--- src/rtl/danger_scheduler_pkg.sv ---
// -----------------------------------------------------------------------------
// danger_scheduler_pkg
// Shared definitions for the obstacle scheduler and the obstacle renderer:
// obstacle type codes, vertical placement rows, obstacle sizes, and the
// mapping from raw LFSR bits to a spawned obstacle type.
//
// Configuration macro: DANGER_BIRD_EN
//   defined   -> LFSR codes 0/1 spawn LOW_BIRD/HIGH_BIRD
//   undefined -> LFSR codes 0/1 spawn BIG_CACTUS (no birds ever appear)
// -----------------------------------------------------------------------------
package danger_scheduler_pkg;

  typedef enum logic [2:0] {
    LOW_BIRD     = 3'd0,
    HIGH_BIRD    = 3'd1,
    SMALL_CACTUS = 3'd2,
    MANY_CACTUS  = 3'd3,
    BIG_CACTUS   = 3'd4,
    NOTHING      = 3'd5
  } danger_type_e;

  localparam int NUM_SLOTS = 3;

  // Vertical rows (y of the obstacle base) shared with the renderer.
  localparam logic [9:0] GROUND   = 10'd400;
  localparam logic [9:0] LOW_SKY  = 10'd360;
  localparam logic [9:0] HIGH_SKY = 10'd320;

  // Obstacle sizes in pixels, shared with the renderer.
  localparam logic [5:0] BIRD_W         = 6'd46;
  localparam logic [5:0] BIRD_H         = 6'd40;
  localparam logic [5:0] SMALL_CACTUS_W = 6'd17;
  localparam logic [5:0] SMALL_CACTUS_H = 6'd35;
  localparam logic [5:0] MANY_CACTUS_W  = 6'd51;
  localparam logic [5:0] MANY_CACTUS_H  = 6'd35;
  localparam logic [5:0] BIG_CACTUS_W   = 6'd25;
  localparam logic [5:0] BIG_CACTUS_H   = 6'd50;

  // Maps three random bits onto a live obstacle type. Never returns NOTHING.
  function automatic danger_type_e map_type(input logic [2:0] code);
    danger_type_e t;
    case (code)
`ifdef DANGER_BIRD_EN
      3'd0:    t = LOW_BIRD;
      3'd1:    t = HIGH_BIRD;
`else
      3'd0:    t = BIG_CACTUS;
      3'd1:    t = BIG_CACTUS;
`endif
      3'd2:    t = SMALL_CACTUS;
      3'd3:    t = MANY_CACTUS;
      3'd4:    t = BIG_CACTUS;
      default: t = SMALL_CACTUS;  // 5/6/7 bias towards the common small cactus
    endcase
    return t;
  endfunction

endpackage

--- src/rtl/danger_lfsr.sv ---
// -----------------------------------------------------------------------------
// danger_lfsr
// 16-bit Fibonacci LFSR, taps 16,14,13,11 (bits 15,13,12,10). Shifts every
// clock; only the asynchronous reset holds it. load reloads the seed
// synchronously.
//
// Ports:
//   clk   in   system clock
//   rst   in   asynchronous active-low reset (state <- RESET_VALUE)
//   load  in   synchronous reload of seed
//   seed  in   16-bit reload value (must be nonzero)
//   lfsr  out  current LFSR state
// -----------------------------------------------------------------------------
module danger_lfsr #(
  parameter logic [15:0] RESET_VALUE = 16'hACE1
) (
  input  logic        clk,
  input  logic        rst,
  input  logic        load,
  input  logic [15:0] seed,
  output logic [15:0] lfsr
);

  logic feedback;

  assign feedback = lfsr[15] ^ lfsr[13] ^ lfsr[12] ^ lfsr[10];

  // NOTE: state registers use non-blocking assignments so every flop samples
  // pre-edge values, regardless of the order the blocks are evaluated in.
  always_ff @(posedge clk or negedge rst) begin
    if (!rst) begin
      lfsr <= RESET_VALUE;
    end else if (load) begin
      lfsr <= seed;
    end else begin
      lfsr <= {lfsr[14:0], feedback};
    end
  end

endmodule

--- src/rtl/danger_scheduler.sv ---
// -----------------------------------------------------------------------------
// danger_scheduler
// Upstream feeder of the obstacle renderer. Owns three obstacle slots; on each
// accepted game tick it scrolls live slots left, retires slots that leave the
// screen, and spawns new obstacles with pseudo-random type and gap.
//
// Configuration macro: DANGER_BIRD_EN (see danger_scheduler_pkg::map_type).
//
// Ports:
//   clk             in   system clock
//   rst             in   asynchronous active-low reset
//   restart         in   1-cycle pulse: clear slots, reload gap and LFSR
//   run             in   1 = game running, 0 = freeze all but the LFSR
//   game_tick       in   one scroll step per cycle it is high
//   speed[2:0]      in   pixels moved per tick
//   danger_posN     out  slot N right-edge x (registered)
//   danger_typeN    out  slot N type code, NOTHING when idle (registered)
//   danger_enN      out  slot N live (registered)
// -----------------------------------------------------------------------------
module danger_scheduler
  import danger_scheduler_pkg::*;
#(
  parameter logic [9:0]  SPAWN_X   = 10'd700,
  parameter int          FIRST_GAP = 60,
  parameter int          MIN_GAP   = 40,
  parameter logic [15:0] LFSR_SEED = 16'hACE1
) (
  input  logic       clk,
  input  logic       rst,
  input  logic       restart,
  input  logic       run,
  input  logic       game_tick,
  input  logic [2:0] speed,
  output logic [9:0] danger_pos1,
  output logic [9:0] danger_pos2,
  output logic [9:0] danger_pos3,
  output logic [2:0] danger_type1,
  output logic [2:0] danger_type2,
  output logic [2:0] danger_type3,
  output logic       danger_en1,
  output logic       danger_en2,
  output logic       danger_en3
);

  // Largest reload is MIN_GAP + 63, which fits 7 bits for the default set.
  localparam int GAP_W = 7;
  localparam logic [GAP_W-1:0] FIRST_GAP_C = GAP_W'(FIRST_GAP);
  localparam logic [GAP_W-1:0] MIN_GAP_C   = GAP_W'(MIN_GAP);
  localparam logic [NUM_SLOTS-1:0][2:0] ALL_NOTHING = {NUM_SLOTS{3'(NOTHING)}};

  logic [15:0] lfsr;
  logic        unused_lfsr_bits;

  logic [NUM_SLOTS-1:0]       en_q,  en_d,  scr_en;
  logic [NUM_SLOTS-1:0][9:0]  pos_q, pos_d, scr_pos;
  logic [NUM_SLOTS-1:0][2:0]  typ_q, typ_d, scr_typ;
  logic [GAP_W-1:0]           gap_q, gap_d;

  logic [9:0] speed_x;
  logic       tick_ok;

  danger_lfsr #(
    .RESET_VALUE(LFSR_SEED)
  ) u_lfsr (
    .clk  (clk),
    .rst  (rst),
    .load (restart),
    .seed (LFSR_SEED),
    .lfsr (lfsr)
  );

  // Only the low six bits feed the scheduler; the rest just stir the sequence.
  assign unused_lfsr_bits = ^lfsr[15:6];

  assign speed_x = {7'd0, speed};
  assign tick_ok = run && game_tick;

  // Per-slot scroll/retire. A live slot whose edge would reach or cross x=0
  // this tick is retired instead, so the subtraction never wraps.
  for (genvar g = 0; g < NUM_SLOTS; g++) begin : gen_slot
    logic retire;
    assign retire     = en_q[g] && (pos_q[g] <= speed_x);
    assign scr_en[g]  = en_q[g] && !retire;
    assign scr_pos[g] = retire ? 10'd0 :
                        (en_q[g] ? pos_q[g] - speed_x : pos_q[g]);
    assign scr_typ[g] = retire ? 3'(NOTHING) : typ_q[g];
  end

  // Gap counter semantics: it holds the number of ticks until a spawn is due.
  // The tick that brings it to zero (or finds it already at zero because all
  // slots were busy) attempts the spawn, so consecutive spawns are exactly
  // MIN_GAP + lfsr[5:0] ticks apart and the first comes FIRST_GAP ticks after
  // restart.
  always_comb begin
    logic             found;
    logic [GAP_W-1:0] gap_next;
    // NOTE: every always_comb output gets a default first, so no path can
    // leave a signal unassigned and infer a latch.
    en_d     = en_q;
    pos_d    = pos_q;
    typ_d    = typ_q;
    gap_d    = gap_q;
    found    = 1'b0;
    gap_next = gap_q;

    if (restart) begin
      en_d  = '0;
      pos_d = '0;
      typ_d = ALL_NOTHING;
      gap_d = FIRST_GAP_C;
    end else if (tick_ok) begin
      en_d  = scr_en;
      pos_d = scr_pos;
      typ_d = scr_typ;

      if (gap_q != '0) begin
        gap_next = gap_q - 1'b1;
      end

      if (gap_next == '0) begin
        // Lowest-index free slot wins; a slot just retired is eligible.
        for (int i = 0; i < NUM_SLOTS; i++) begin
          if (!found && !scr_en[i]) begin
            found    = 1'b1;
            en_d[i]  = 1'b1;
            pos_d[i] = SPAWN_X;
            typ_d[i] = map_type(lfsr[2:0]);
          end
        end
        if (found) begin
          gap_next = MIN_GAP_C + GAP_W'(lfsr[5:0]);
        end
      end
      gap_d = gap_next;
    end
  end

  always_ff @(posedge clk or negedge rst) begin
    if (!rst) begin
      en_q  <= '0;
      pos_q <= '0;
      typ_q <= ALL_NOTHING;
      gap_q <= FIRST_GAP_C;
    end else begin
      en_q  <= en_d;
      pos_q <= pos_d;
      typ_q <= typ_d;
      gap_q <= gap_d;
    end
  end

  assign danger_pos1  = pos_q[0];
  assign danger_pos2  = pos_q[1];
  assign danger_pos3  = pos_q[2];
  assign danger_type1 = typ_q[0];
  assign danger_type2 = typ_q[1];
  assign danger_type3 = typ_q[2];
  assign danger_en1   = en_q[0];
  assign danger_en2   = en_q[1];
  assign danger_en3   = en_q[2];

endmodule

--- config.mk ---
export PLATFORM = sky130hd
export DESIGN_NAME = danger_scheduler
export DESIGN_NICKNAME = d
export VERILOG_FILES = /design/src/rtl/danger_scheduler_pkg.sv /design/src/rtl/danger_lfsr.sv /design/src/rtl/danger_scheduler.sv
export SDC_FILE = /design/constraint.sdc
export NUM_CORES = 1
export LEC_CHECK = 0
export ABC_AREA = 1
export BUFFER_PORTS_ARGS = -buffer_cell sky130_fd_sc_hd__buf_2
export CAP_MARGIN = 0
export CORE_AREA = 2 2 120 64
export CTS_BUF_LIST = sky130_fd_sc_hd__clkbuf_4
export DETAILED_ROUTE_END_ITERATION = 6
export DIE_AREA = 0 0 122 66
export PLACE_DENSITY = 0.83
export SETUP_SLACK_MARGIN = 0.2
export SLEW_MARGIN = 25
export SYNTH_ARGS = -nofsm -noshare
export SYNTH_HDL_FRONTEND = slang
export SYNTH_SLANG_ARGS = --single-unit
--- constraint.sdc ---
create_clock -name clk -period 2.45 [get_ports clk]
set_input_delay 0.1225 -clock clk [delete_from_list [all_inputs] [get_ports clk]]
set_output_delay 0.1225 -clock clk [all_outputs]
set_load 0.05 [all_outputs]
### Word level (Yosys, flattened, before mapping)

Index checks and enable logic that the tools add are counted.

| storage, ports and cells | value |
|---|---|
| word-level logic and storage cells | 91 |
| flip-flop bits (word level) | 65 |
| input port bits | 8 |
| output and inout bits | 42 |

| cells by class | value |
|---|---|
| bitwise gates (word level) | 3 |
| $add $sub $neg | 5 |
| multiplexer cells | 47 |
| magnitude comparators | 3 |
| eq/ne operators | 3 |
| reduce and logical (&&, ||, !) cells | 21 |

Operator list:

| operator | count |
|---|---|
| two-way mux 10 bit | 9 |
| two-way mux 30 bit | 3 |
| two-way mux 7 bit | 7 |
| less-or-equal comparator 10 x 3 -> 1 bit | 3 |
| subtractor 10 x 3 -> 10 bit | 3 |
| two-way mux 3 bit | 9 |
| two-way mux 9 bit | 3 |
| two-way mux 16 bit | 1 |
| two-way mux 1 bit | 14 |
| logical AND 1 bit | 9 |
| adder 6 x 6 -> 7 bit (first input constant) | 1 |
| logical NOT 1 bit | 7 |
| logical NOT 7 bit | 1 |
| nonzero test 7 bit | 1 |
| subtractor 7 x 1 -> 7 bit (second input constant) | 1 |
| one-hot mux 3 bit (2 select lines) | 1 |
| equality test 3 x 1 -> 1 bit (second input constant) | 1 |
| equality test 3 x 2 -> 1 bit (second input constant) | 1 |
| equality test 3 bit (second input constant) | 1 |
| logical NOT 3 bit | 1 |
| OR reduction 3 bit | 1 |
| XOR 1 bit | 3 |
| nonzero test 2 bit | 1 |

### Depth between registers and ports, before layout

| logic depth | value |
|---|---|
| depth after elaboration | 24 |
| gate-level depth with buffers | 17 |
| mapped depth without buffers | 17 |

### By module

A second synthesis with hierarchy kept.

| unflattened totals | value |
|---|---|
| cells, all modules | 607 |
| area, all modules | 4292.9 um^2 |

Modules (own cells, without submodules):

| module | seq. area each (um^2) | cells an instance | area an instance (um^2) | instances |
|---|---|---|---|---|
| danger_scheduler | 1238.7 | 527 | 3603.5 | 1 |
| danger_lfsr | 410.4 | 80 | 689.4 | 1 |

### Least setup slack after synthesis

No wires, ideal clock.

| path | value |
|---|---|
| path type | reg-to-reg |
| start | register pos_q, in the netlist danger_pos1[0] |
| end | register gap_q[0] |
| data required time | 2.332 ns |
| period minus slack after synthesis | 2.493 ns |
| arrival time | 2.375 ns |
| stages on the path, launching flop included | 14 |
| slack | -0.043 ns |
| library setup time | 0.118 ns |
| path buffers | 0 |
| cells stage by stage | dfrtp_1 inv_1 ha_1 fa_1 o21ai_2 nand2_1 nand2_2 nand2_4 nor2_4 nand3_1 nand3_1 nand2_1 nand3_1 nand2_1 |

| on the way | value |
|---|---|
| word-level cells in the longest chain between the ends | 24 |

RTL lines:

| item | line | text |
|---|---|---|
| start: declaration | danger_scheduler.sv:55 | `logic [NUM_SLOTS-1:0][9:0] pos_q, pos_d, scr_pos;` |
| start signal: assignment | danger_scheduler.sv:146 | `pos_q <= pos_d;` |
| less-or-equal comparator 10 x 3 -> 1 bit (*) | danger_scheduler.sv:82 | `assign retire = en_q[g] && (pos_q[g] <= speed_x);` |
| logical AND 1 bit (*) | danger_scheduler.sv:82 |  |
| logical NOT 1 bit (*) | danger_scheduler.sv:83 | `assign scr_en[g] = en_q[g] && !retire;` |
| logical AND 1 bit (*) | danger_scheduler.sv:83 |  |
| two-way mux 1 bit (*) | danger_scheduler.sv:123 | `if (!found && !scr_en[i]) begin` |
| two-way mux 1 bit (*) | danger_scheduler.sv:120 | `if (gap_next == '0) begin` |
| two-way mux 1 bit (*) | danger_scheduler.sv:111 | `end else if (tick_ok) begin` |
| two-way mux 1 bit (*) | danger_scheduler.sv:106 | `if (restart) begin` |
| [8 not listed] | -- |  |
| two-way mux 1 bit (*) | danger_scheduler.sv:123 |  |
| two-way mux 1 bit (*) | danger_scheduler.sv:120 |  |
| two-way mux 1 bit (*) | danger_scheduler.sv:111 |  |
| two-way mux 1 bit (*) | danger_scheduler.sv:106 |  |
| two-way mux 7 bit (*) | danger_scheduler.sv:130 | `if (found) begin` |
| two-way mux 7 bit (*) | danger_scheduler.sv:120 |  |
| two-way mux 7 bit (*) | danger_scheduler.sv:111 |  |
| two-way mux 7 bit (*) | danger_scheduler.sv:106 |  |
| end signal: assignment | danger_scheduler.sv:148 | `gap_q <= gap_d;` |
| end: declaration | danger_scheduler.sv:57 | `logic [GAP_W-1:0] gap_q, gap_d;` |

Every way passes the cells marked *; elsewhere a longest branch is shown, timed or not. The select of a mux whose other input is x is not followed.
A chain may end at the register's enable or synchronous reset.

### Final worst setup path

| path | value |
|---|---|
| start | register pos_q, in the netlist danger_pos1[0] |
| end | register typ_q, in the netlist danger_type3[2] |

| on the way | value |
|---|---|
| word-level cells in the longest chain between the ends | 20 |

RTL lines:

| item | line | text |
|---|---|---|
| less-or-equal comparator 10 x 3 -> 1 bit (*) | danger_scheduler.sv:82 |  |
| logical AND 1 bit (*) | danger_scheduler.sv:82 |  |
| logical NOT 1 bit (*) | danger_scheduler.sv:83 |  |
| logical AND 1 bit (*) | danger_scheduler.sv:83 |  |
| two-way mux 1 bit (*) | danger_scheduler.sv:123 |  |
| two-way mux 1 bit (*) | danger_scheduler.sv:120 |  |
| two-way mux 1 bit (*) | danger_scheduler.sv:111 |  |
| two-way mux 1 bit (*) | danger_scheduler.sv:106 |  |
| [4 not listed] | -- |  |
| two-way mux 1 bit (*) | danger_scheduler.sv:111 |  |
| two-way mux 1 bit (*) | danger_scheduler.sv:106 |  |
| logical NOT 1 bit (*) | danger_scheduler.sv:123 |  |
| logical AND 1 bit (*) | danger_scheduler.sv:123 |  |
| two-way mux 3 bit (*) | danger_scheduler.sv:123 |  |
| two-way mux 9 bit (*) | danger_scheduler.sv:120 |  |
| two-way mux 9 bit (*) | danger_scheduler.sv:111 |  |
| two-way mux 9 bit (*) | danger_scheduler.sv:106 |  |
| end signal: assignment | danger_scheduler.sv:147 | `typ_q <= typ_d;` |
| end: declaration | danger_scheduler.sv:56 | `logic [NUM_SLOTS-1:0][2:0] typ_q, typ_d, scr_typ;` |

Marks and branches as above.

==> qor.yml <==
logic_synthesis:
  synth.avg_cell_area_um2: 7.586
  yosys.area.top_type: "dfrtp_1"
  synth_fp_nets: 560
  synth_top_family_by_area: "simple AND/OR/NAND/NOR gates"
  async_flop_share_pct: 100.0
  synthMuxAreaShare_pct: 0
  syn_inst: 538
  ys_seq_area_share_pct: 40.40
  synth_most_common_cell: "nand2_1"
  synth.area.top_cells: "dfrtp_1, nand2_1, dfstp_2, inv_1, nand3_1"
  ys_types: 36
  synth_compound_area_share_pct: 9.289
  ys_ff_latch: 65
  yosys_warnings: 0
  synth_edf_count: 0
  synth_common_cells: "nand2_1, inv_1, nor2_1"
  netlist_area_um2: 4081
  synth-simple-area-share_pct: 32.92
  synth_top_flop_cell: "dfrtp_1"
  synth_xor_area_share_pct: 4.721
  yosysTopAreaCellShare_pct: 28.82
  yosys.area_share.adder_pct: 4.844
route:
  routed_wl_um: 10650
  dr.pass1.iters: 5
  vias: 3897
  drc_errors: 0
  vias_per_cell: 5.466
  wl_per_cell_um: 14.94
  ant_nets: 0
  drt_iter0_drc: 381
die:
  core-area_um2: 7019
  die_h_um: 66
  io_pins: 50
  start_util_pct: 58.15
  die-area_um2: 8052
  rows: 22
  die_w_um: 122
grt:
  antenna_found_initial: 0
  grt_pass1_wl_um: 16860
  track_usage_pct: 27.53
  grt_max_degree: 30
  grt-ovfl-total: 0
  first_global_vias: 3417
cts:
  cts.sinks: 65
  cts_tree: "yes"
  insertion_delay_ns: 0.45
  cts_buffer_depth: 2
  cts-root-buf: "clkbuf_4"
  cts_made_buffers: 9
  h-tree-depth: 3
  clk_pin_slew_ns: 0.13
cells_and_area:
  instances_no_fill: 713
  drive_gt1_share_pct: 28.69
  final_cell_area_um2: 4898
  antenna_cells: 0
  areaGrowthSynthToFinish_pct: 20.02
  final_nets: 634
sta:
  fmax_mhz: 447.4
  worst_pin_slew_ns: 0.8254
  period_minus_slack_ns: 2.235
  period_share_pct: 91.24
  max_slew_margin_pct: 44.91
  hold_viol: 0
  setup_viol: 0
  fin_setup_tns_ns: 0
  skew_ns: 0.01953
  report.final.slew_viol_count: 0
  rsz0062_at_grt: "true"
critical_path:
  critPathMaxFanout: 6
  startpoint_type: "flop"
  r2r_start: "danger_pos1[0]"
  worstPathArrival_ns: 2.62
  r2r_end: "danger_type3[2]"
  ff2ff_path_depth: 16
  critPathKind: "flop to flop"
  cp-end-kind: "flop"
  r2r_slack_ns: 0.21
  crit_start: "danger_pos1[0]"
  endpoint: "danger_type3[2]"
  critPathRequiredTime_ns: 2.84
placed_design:
  place_area_um2: 4497
  placed_cells: 685
  place_congestion: 0.9312
  dpl.hpwl_um: 7644
  io_buffer_count: 49
job:
  drv_cap: 0
power_and_ir_drop:
  peakVddDrop_uv: 384.7
  power.density_nw_per_um2: 430.2
  leakagePower_nw: 2.603
  power_mw: 2.107
hold_path:
  hold_class: "input port to async pin"
outcome:
  status: "finished, final reports clean"
## worst min path at each step
stage / from / slack, ns / to
floorplan: rst / -0.17 / danger_pos1[0]
global placement: rst / 0.09 / danger_pos2[7]
detailed placement: rst / 0.1 / danger_pos2[7]
CTS: rst / 0.14 / danger_pos1[3]
global route: rst / 0.17 / danger_pos1[3]
finish: rst / 0.14 / danger_pos1[3]
## layout make-up
class	count	area (um^2)
Clock buffer	9	67.56
Clock inverter	7	80.08
Fill cell	588	2121
Inverter	72	275.3
Multi-Input combinational cell	392	2265
Sequential cell	65	1655
Tap cell	96	120.1
Timing Repair Buffer	72	435.4
## sequential cells by signal (all words and copies together) (netlist names)
signal	count
danger_pos1	10
danger_pos2	10
danger_pos3	10
danger_type1	3
danger_type2	3
danger_type3	3
en_q	3
gap_q	7
u_lfsr.lfsr	16
## layer usage
layer	up-vias	GRT usage, %	share of wire (%)
li1	1874	-	-
met1	1837	42.09	47
met2	175	38.76	43
met3	11	6.293	9.0
met4	0	7.471	0.99
met5	-	0	0
## worst max-delay path, cell delays in order, from the launching register on
cell     delay (ns)
dfrtp_2        0.39
inv_2          0.05
ha_4           0.16
fa_2           0.39
o21ai_4        0.18
nand2_2        0.08
nand2_2        0.09
nand2_4        0.08
nor2_4         0.19
buf_12         0.14
nand2_8        0.06
nand2_2        0.06
nand2_1        0.05
nand2_1        0.07
nand3_2        0.08
nand2_1        0.06
inv_1          0.04
## cell families (layout without fill, tap and decap cells)
| group | after synthesis | count (layout) |
|---|---|---|
| AO/OA/AOI/OAI | 62 | 62 |
| XOR/XNOR | 22 | 22 |
| adder cells (fa/ha/maj) | 14 | 14 |
| buffers and inverters | 81 | 160 |
| flip-flops | 65 | 65 |
| AND/OR/NAND/NOR | 294 | 294 |
## where the power goes
part	switching, mW	internal, mW
registers	0.0139	1.10
clock network	0.454	0.318
logic	0.148	0.0692
total	0.616	1.49
## stage by stage
step / util [%] / hold slack (ns) / setup slack, ns
finish: 69.79 / 0.1431 / 0.2147
floorplan: - / -0.1731 / 0.2026
global placement: 64.06 / 0.09173 / 0.2514
CTS: 66.77 / 0.1392 / 0.2070
global route: 69.79 / 0.1671 / 0.09652
detailed placement: 64.06 / 0.09890 / 0.1555
## repair_timing
item,4_1_cts,5_1_grt
buffers inserted,1,9
resized for setup,4,36
pin swaps,3,12
hold endpoints to repair,21,0
endpoints found under the setup margin,15,42
hold buffers,2,0
cloned,0,0
## layout by cell type, fill, tap and decap left out, types with 3 or more instances in the layout
cell and count:
nand2_1 147, inv_1 63, nor2_1 49, buf_2 49, dfrtp_1 42, nand3_1 36
buf_4 20, o21ai_0 19, dfstp_2 18, xor2_1 17, a21oi_1 17, nand2_2 12
clkbuf_4 9, inv_2 8, nand4_1 8, o211ai_1 8, nor2_4 7, ha_1 7
or2_2 6, nand2_4 6, xnor2_1 5, o21ai_1 5, nand3_2 5, dfrtp_2 5
o211ai_2 4, nor3_1 3, nand3_4 3, nor4_1 3, fa_2 3, ha_2 3
clkinv_4 3
Note: power is estimated with default switching activity, not from simulation.
